`config.mk`:
```
export PLATFORM = sky130hd
export DESIGN_NAME = key_window_scheduler
export DESIGN_NICKNAME = d
export VERILOG_FILES = /design/src/rtl/key_window_scheduler.sv
export SDC_FILE = /design/constraint.sdc
export NUM_CORES = 1
export LEC_CHECK = 0
export ABC_AREA = 1
export ABC_CLOCK_PERIOD_IN_PS = 2100
export CELL_PAD_IN_SITES_DETAIL_PLACEMENT = 1
export CELL_PAD_IN_SITES_GLOBAL_PLACEMENT = 2
export CORE_MARGIN = 3
export CORE_UTILIZATION = 34
export CTS_CLUSTER_DIAMETER = 50
export DETAILED_ROUTE_END_ITERATION = 10
export MAX_ROUTING_LAYER = met4
export PLACE_DENSITY_LB_ADDON = 0.1
export SYNTH_ARGS = -nofsm -noshare
export SYNTH_HDL_FRONTEND = slang
export SYNTH_SLANG_ARGS = --single-unit
export TNS_END_PERCENT = 20
```
`constraint.sdc`:
```
create_clock -name clk -period 2.1 [get_ports clk]
set_clock_uncertainty 0.1 [all_clocks]
set_input_delay 0.21 -clock clk [delete_from_list [all_inputs] [get_ports clk]]
set_output_delay 0.21 -clock clk [all_outputs]
set_load 0.005 [all_outputs]
```
`src/rtl/key_window_scheduler.sv`:
```
// key_window_scheduler: replays a loaded key table into a counter-locked FSM, one key per counter window
module key_window_scheduler #(
  parameter int KEY_W    = 14,
  parameter int NUM_KEYS = 4,
  parameter int WIN_LEN  = 8,
  parameter int CNT_W    = 6
) (
  input  logic             clk,
  input  logic             rst,
  input  logic             load_valid,
  output logic             load_ready,
  input  logic [1:0]       load_idx,
  input  logic [KEY_W-1:0] load_key,
  input  logic             start,
  input  logic             stop,
  input  logic             zeroize,
  output logic [KEY_W-1:0] key_out,
  output logic [1:0]       win_idx,
  output logic             active,
  output logic             start_err
);
  localparam int WIN_SH = $clog2(WIN_LEN);
  localparam logic [CNT_W-1:0] CNT_MAX = CNT_W'(NUM_KEYS*WIN_LEN-1);
  typedef enum logic [1:0] {IDLE, ARMED, RUN} state_t;
  state_t state_q, state_d;
  logic [CNT_W-1:0] cnt_q, cnt_d;
  logic [NUM_KEYS-1:0][KEY_W-1:0] table_q, table_d;
  logic [NUM_KEYS-1:0] valid_q, valid_d, wr_sel;
  logic start_err_q, start_err_d, wrap;
  always_comb begin
    wrap = cnt_q >= CNT_MAX;
    cnt_d = wrap ? '0 : cnt_q + CNT_W'(1);
    win_idx = 2'(cnt_q >> WIN_SH);
    load_ready = state_q == IDLE;
    active = state_q == RUN;
    key_out = active ? table_q[win_idx] : '0;
    start_err = start_err_q;
    // out-of-range slots shift out of the one-hot and are silently dropped
    wr_sel = (load_ready && load_valid && !zeroize) ? NUM_KEYS'(1) << load_idx : '0;
    valid_d = zeroize ? '0 : valid_q | wr_sel;
    for (int i = 0; i < NUM_KEYS; i++)
      table_d[i] = zeroize ? '0 : wr_sel[i] ? load_key : table_q[i];
    // start is judged against the mask as it stood before this edge's load
    start_err_d = !zeroize && !stop && load_ready && start && !(&valid_q);
    state_d = (zeroize || stop)                     ? IDLE  :
              (state_q == IDLE && start && &valid_q) ? ARMED :
              (state_q == ARMED && wrap)             ? RUN   : state_q;
  end
  always_ff @(negedge clk or posedge rst)
    if (rst) begin
      state_q     <= IDLE;
      cnt_q       <= '0;
      table_q     <= '0;
      valid_q     <= '0;
      start_err_q <= 1'b0;
    end else begin
      state_q     <= state_d;
      cnt_q       <= cnt_d;
      table_q     <= table_d;
      valid_q     <= valid_d;
      start_err_q <= start_err_d;
    end
endmodule

```
## Word level (Yosys, flattened, before mapping)

Cells that the tools add are included.

| cells by class | value |
|---|---|
| add/subtract/negate cells | 1 |
| $lt $le $gt $ge | 2 |
| eq/ne operators | 2 |
| shifts and indexed selects | 1 |
| multiplexer cells | 17 |
| bitwise logic cells | 1 |
| reduce and logical (&&, ||, !) cells | 20 |

Operator list:

| cell | count |
|---|---|
| $mux 14 | 10 |
| $bmux 14 s2 | 1 |
| $logic_and 1x1->1 | 9 |
| $mux 4 | 2 |
| $reduce_bool 2->1 | 4 |
| $add 6x1->6 const B | 1 |
| $ge 6x5->1 const B | 1 |
| $mux 2 | 3 |
| $mux 6 | 1 |
| $or 4x4->4 | 1 |
| $reduce_and 4->1 | 1 |
| $shl 1x2->4 const A | 1 |
| $logic_not 1->1 | 3 |
| $lt 2x3->1 const B | 1 |
| $reduce_bool 3->1 | 1 |
| $eq 2x1->1 const B | 1 |
| $eq 2x2->1 const B | 1 |
| $logic_not 2->1 | 1 |
| $logic_or 1x1->1 | 1 |

| word-level totals | value |
|---|---|
| register bits after elaboration | 69 |
| input port bits | 22 |
| output and inout bits | 19 |
| logic and storage cells | 52 |

## Logic depth before layout (Yosys ltp)

Gate-level depths: netlist (run 1).

| logic depth | value |
|---|---|
| depth after elaboration | 6 |
| gate-level depth with buffers | 8 |
| depth with buffers taken out | 7 |

==> metrics, run 1 <==
outcome=finished, violations left; failing checks=setup timing; worst hold endpoint=cnt_q[0]$_DFF_NP0_; vias in the first global route=around 3,200; post-synthesis compound-gate area fraction=approximately 17%; GRT Total Usage=between 20 and 25%; CTS Hold Buffers Added=0; RSZ-0062 raised after global routing=true; H-tree depth=3; die width=107 um; boundary pin count=41; Worst setup startpoint=cnt_q[3]$_DFF_NP0_; Num CTS Buffers=9; critical path required time=1.79 ns; Wirelength per Cell=16.6 um; worst vdd ir=0.318 mV; crit path kind=reg2out; worst r2r src=cnt_q[4]$_DFF_NP0_; Seq/Total Area, Yosys=50.2%; First DRT Iteration DRCs=119; antenna violations before repair=0; worst slack at placement=-0.841 ns; Synth Area per Inst=around 8.6 um2; #FFs+latches synth=69; Mapped Area=3440 um2; Remaining DRCs=0; Min-Delay Path Class=reg2reg; gp weighted congestion=0.732; hold depth=1; area share of the largest cell type after synthesis=50.2%; crit end category=output pin; DRT Wirelength=10,500 um; Final Slew Violations=0; global-route wire length before repair=17,200 um; TritonCTS clock tree=built; Die ar.=~11,000 um2; Worst R2R Path Depth=7; power density over the cells=584 nW/um2; Startpoint Class=flop; layout cells sized above 1=33.5%; yosys warns=0; max_slew headroom=82.8%; DRT Pass-1 Iters=4; worst setup margin=-0.795 ns; Crit Path Max Fanout=9; total clock sinks=69; post-DP HPWL=6700 um; Vias per Instance=approximately 4.7; reg2reg end=state_q[0]$_DFFE_NP0P_; HP Start=cnt_q[0]$_DFF_NP0_; clk_lat worst skew=0.33 ns; fin cells=634; Port Buffers=40; syn_nets=423; setup TNS=-12.29 ns; largest net degree at the start of global routing=27; Detail Route Antenna Nets=0; n_diodes=0; fin nets=519; # rows=36; Reg2Reg Setup Slack=between 0.4 and 0.5 ns; register clock-pin slew on the reported worst setup and hold paths=0.05 ns; mux cell area share after synthesis=0%; Final Hold Viols=0; endpoints failing setup=19; grt ovf=0; largest cells by area after synthesis=dfrtn_1 (50%), nand2_1 (14%), inv_1 (5.8%); root cell of the clock tree=clkbuf_8; CORE AREA=9820 um2; Simple-Gate Fraction of Synth Area=21.0%; MaxCap Viol Count=0; Area Overhead vs Synth=39.8%; slew at the pin closest to its max-slew limit=0.258 ns; Yosys cell types=27; Arr. time, crit path=2.59 ns; CTS max path bufs=2; LEAKAGE=2.28 nW; die height=107 um; leading area contributor after synthesis=dfrtn_1; DR vias=2,982; Synth Area in XOR/XNOR=0%; synthesized netlist cell count=400; Starting Density=35.0%; Synth Area in Adders=less than 1%; main combinational cell family by area after synthesis=simple AND/OR/NAND/NOR gates; placed insts=610
-- report_power, final --
part,internal [W],switching (W)
registers,0.00138,0.0000186
logic,0.000130,0.000169
clock network,0.000553,0.000558
total,0.00206,0.000745
-- metal layers --
metal	vias up	GRT usage [%]	part of all wire (%)
li1	1457	-	-
met1	1477	25.1	45
met2	36	34.9	51
met3	12	3.40	2.6
met4	0	5.48	1.5
met5	-	-	0
-- cell usage in the layout (no fill, tap or decap), types with 14 or more instances in the layout --
cell type and n:
buf_2 16, nand2_1 127, clkdlybuf4s50_1 17, a21oi_1 19, inv_1 50, o21ai_2 16
o211ai_1 14, dfrtn_1 69, buf_4 44
-- repair_timing --
| action | in CTS | in global routing |
|---|---|---|
| gates cloned | 1 | 1 |
| resized for setup | 114 | 26 |
| endpoints found under the setup margin | 79 | 67 |
| pin swaps | 18 | 7 |
| setup buffers | 6 | 1 |
-- cells by family (layout without fill, tap and decap cells) --
family | count (synthesis) | count (layout)
fa+ha+maj | 1 | 1
simple gates | 163 | 163
buf+inv | 81 | 182
flops | 69 | 69
compound gates | 86 | 86
-- area by class of cell --
type / count / area [um2]
clock buffers: 9 / 124
clock inverters: 7 / 72.6
fillers: 1186 / 5010
inverters: 61 / 248
multi-input cells: 250 / 1440
flip-flops and latches: 69 / 1730
well taps: 133 / 166
repair buffers: 105 / 1030
-- flip-flops by register name, indices dropped and copies added, names as in the netlist --
name       flops
state_q        2
start_err      1
table_q       56
cnt_q          6
valid_q        4
-- critical path, stage by stage, from the launching register on --
cell and delay [ns]:
dfrtn_1 0.44, buf_6 0.13, buf_8 0.13, buf_16 0.14
o211ai_1 0.08, a21oi_1 0.16, buf_2 0.14
-- metrics by stage --
| stage | power [W] | area [um2] | hold WS (ns) | utilization, % |
|---|---|---|---|---|
| 3_3_place_gp | 0.00171 | 4400 | 0.282 | 44.8 |
| 6_report | 0.00281 | 4810 | 0.281 | 48.9 |
| 3_5_place_dp | 0.00172 | 4400 | 0.294 | 44.8 |
| 5_1_grt | 0.00292 | 4810 | 0.312 | 48.9 |
| 4_1_cts | 0.00283 | 4710 | 0.287 | 48.0 |
| 2_1_floorplan | 0.00156 | 3440 | 0.264 | - |
-- how the worst max path moves through the flow --
stage,to,slack (ns),depth (start not counted)
after floorplan,key_out[4],-0.32,4
after global placement,key_out[9],-0.82,4
after detailed placement,key_out[2],-0.84,6
after CTS,key_out[9],-0.79,6
after global routing,key_out[6],-0.87,6
final,key_out[6],-0.80,6
-- synth_stat cells --
master / n
nand2_1: 132
dfrtn_1: 69
inv_1: 53
a21oi_1: 30
o21ai_1: 18
o211ai_1: 14
nor2_1: 12
o21ai_2: 10
o22ai_2: 10
buf_6: 8
inv_2: 8
clkbuf_1: 6
o22ai_1: 4
buf_2: 3
nand2_2: 3
nand3_1: 3
nand3_4: 3
nor3_1: 3
buf_4: 2
nand4_1: 2
buf_12: 1
ha_1: 1
nand2_4: 1
nand3b_4: 1
nor2_2: 1
nor2_4: 1
nor2_8: 1
(Power assumes the default switching activity.)
==> inputs of run 2 (changes only) <==
- SETUP_SLACK_MARGIN: not set -> 0.02
==> metrics, run 2 (synthesized netlist as in run 1, its figures left out) <==
sequential share of power=49.9% (was 49.8%); most flop-heavy register=table_q (unchanged); Global Route met2 Usage=34.9% (unchanged); global-route wire length before repair=17,200 um (about the same); Die ar.=11,400 um2 (unchanged); slew at the pin closest to its max-slew limit=0.258 ns (about the same); placed insts=610 (unchanged); n_diodes=0 (unchanged); die height=107 um (unchanged); outcome=finished, violations left (unchanged); total clock sinks=69 (unchanged); DRT Pass-1 Iters=4 (unchanged); Wirelength per Cell=16.7 um (was 16.6 um); GRT Total Usage=20.4% (about the same); Worst R2R Path Depth=8 (was 7); Arr. time, crit path=2.59 ns (about the same); worst setup margin=-0.802 ns (was -0.795 ns); CORE AREA=9820 um2 (unchanged); max_slew headroom=82.8% (about the same); power density over the cells=580 nW/um2 (was 584 nW/um2); post-DP HPWL=6700 um (unchanged); First DRT Iteration DRCs=122 (was 119); register clock-pin slew on the reported worst setup and hold paths=0.05 ns (about the same); gp weighted congestion=0.732 (unchanged); crit path kind=reg2out (unchanged); DRT Wirelength=10,700 um (was 10,500 um); endpoints failing setup=19 (unchanged); MaxCap Viol Count=0 (unchanged); Min-Delay Path Class=reg2reg (unchanged); clk_lat worst skew=0.33 ns (about the same); Vias per Instance=4.73 (was 4.70); grt ovf=0 (unchanged); NetSw=0.000742 W (was 0.000745 W); Crit Path Max Fanout=9 (unchanged); crit end category=output pin (unchanged); Port Buffers=40 (unchanged); failing checks=setup timing (unchanged); most common library cell in the layout ignoring fill and taps=nand2_1 (unchanged); largest net degree at the start of global routing=27 (unchanged); Starting Density=35.0% (unchanged); root cell of the clock tree=clkbuf_8 (unchanged); worst slack at placement=-0.841 ns (unchanged); vias in the first global route=3,217 (unchanged); grt met3 use=3.40% (unchanged); Num CTS Buffers=9 (unchanged); die width=107 um (unchanged); layout cells sized above 1=34.1% (was 33.5%); Final Slew Violations=0 (unchanged); Area Overhead vs Synth=40.6% (was 39.8%); antenna violations before repair=0 (unchanged); commonest non-fill, non-tap cells in the layout=nand2_1 (127), dfrtn_1 (69), inv_1 (50) (unchanged); Top Registers=table_q (56), cnt_q (6), valid_q (4) (unchanged); DR vias=3,011 (was 2,982); Remaining DRCs=0 (unchanged); CTS max path bufs=2 (unchanged); TritonCTS clock tree=built (unchanged); Int Power=0.00206 W (about the same); fin nets=522 (was 519); GRT met1 Usage=25.1% (about the same); H-tree depth=3 (unchanged); boundary pin count=41 (unchanged); hold depth=1 (unchanged); grt peak-use layer=met2 (unchanged); LEAKAGE=2.30 nW (was 2.28 nW); Startpoint Class=flop (unchanged); RSZ-0062 raised after global routing=true (unchanged); worst vdd ir=0.318 mV (about the same); fin cells=637 (was 634); Comb power frac=10.6% (was 10.7%); switching share of total power=26.5% (about the same); Detail Route Antenna Nets=0 (unchanged); critical path required time=1.79 ns (about the same); Clk pwr share=39.5% (about the same); max reg flops=56 (unchanged); # rows=36 (unchanged); Final Hold Viols=0 (unchanged)
## run 2: cell count changes in the layout (fill, tap and decap cells not counted)
| cell | previous run | this run |
|---|---|---|
| clkbuf_2 | 1 | 3 |
| buf_6 | 9 | 8 |
| clkbuf_16 | 1 | 2 |
| dlygate4sd2_1 | 0 | 1 |
| clkdlybuf4s15_1 | 2 | 0 |
| buf_4 | 44 | 46 |
## run 2: metal layers
| metal | vias to the layer above | wire length, um |
|---|---|---|
| li1 | 1466 | - |
| met1 | 1492 | 4820 |
| met2 | 42 | 5440 |
| met3 | 11 | 277 |
| met4 | 0 | 116 |
| met5 | - | 0 |
## run 2: power groups by stage
stage               Clock, W  Sequential, W  Combinational [W]
floorplan                  0        0.00142           0.000143
global placement           0        0.00142           0.000290
detailed placement         0        0.00142           0.000295
CTS                  0.00113        0.00140           0.000301
global route         0.00118        0.00140           0.000332
finish               0.00111        0.00140           0.000298
## run 2: worst max-delay path, cell delays in order (launching register included)
cell      delay [ns]
dfrtn_1         0.44
buf_6           0.13
buf_8           0.13
buf_16          0.14
o211ai_1        0.08
a21oi_1         0.16
buf_2           0.14
## run 2: per-stage QoR
stage	utilization [%]	total power, W	setup TNS, ns	area, um2	hold slack (ns)
2_1_floorplan	-	0.00156	-8.28	3440	0.264
4_1_cts	47.9	0.00283	-12.42	4710	0.287
3_3_place_gp	44.8	0.00171	-51.49	4400	0.282
5_1_grt	49.2	0.00292	-13.70	4830	0.312
6_report	49.2	0.00280	-12.55	4830	0.281
3_5_place_dp	44.8	0.00172	-52.48	4400	0.294
## run 2: worst paths after layout
path | from | end | slack [ns]
worst max-delay path | cnt_q[3]$_DFF_NP0_ | key_out[6] | -0.80
worst min-delay path | cnt_q[0]$_DFF_NP0_ | cnt_q[0]$_DFF_NP0_ | 0.28
worst max register to register | cnt_q[4]$_DFF_NP0_ | state_q[0]$_DFFE_NP0P_ | 0.43
worst min register to register | cnt_q[0]$_DFF_NP0_ | cnt_q[0]$_DFF_NP0_ | 0.28
max in group asynchronous | rst | table_q[36]$_DFFE_NP0P_ | 0.53
min in group asynchronous | rst | table_q[41]$_DFFE_NP0P_ | 1.16
## run 2: cell type report
cell class | instances | area [um2]
Multi-Input combinational cell | 250 | 1440
Timing Repair Buffer | 108 | 1060
Fill cell | 1187 | 4990
Sequential cell | 69 | 1730
Clock buffer | 9 | 124
Clock inverter | 7 | 72.6
Inverter | 61 | 248
Tap cell | 133 | 166
## run 2: timing repair
action | in CTS | in global routing
gates resized for setup | 115 | 24
setup buffers | 6 | 3
hold buffers | 0 | 0
gates cloned | 1 | 2
endpoints found under the setup margin | 79 | 75
pin swaps | 18 | 6
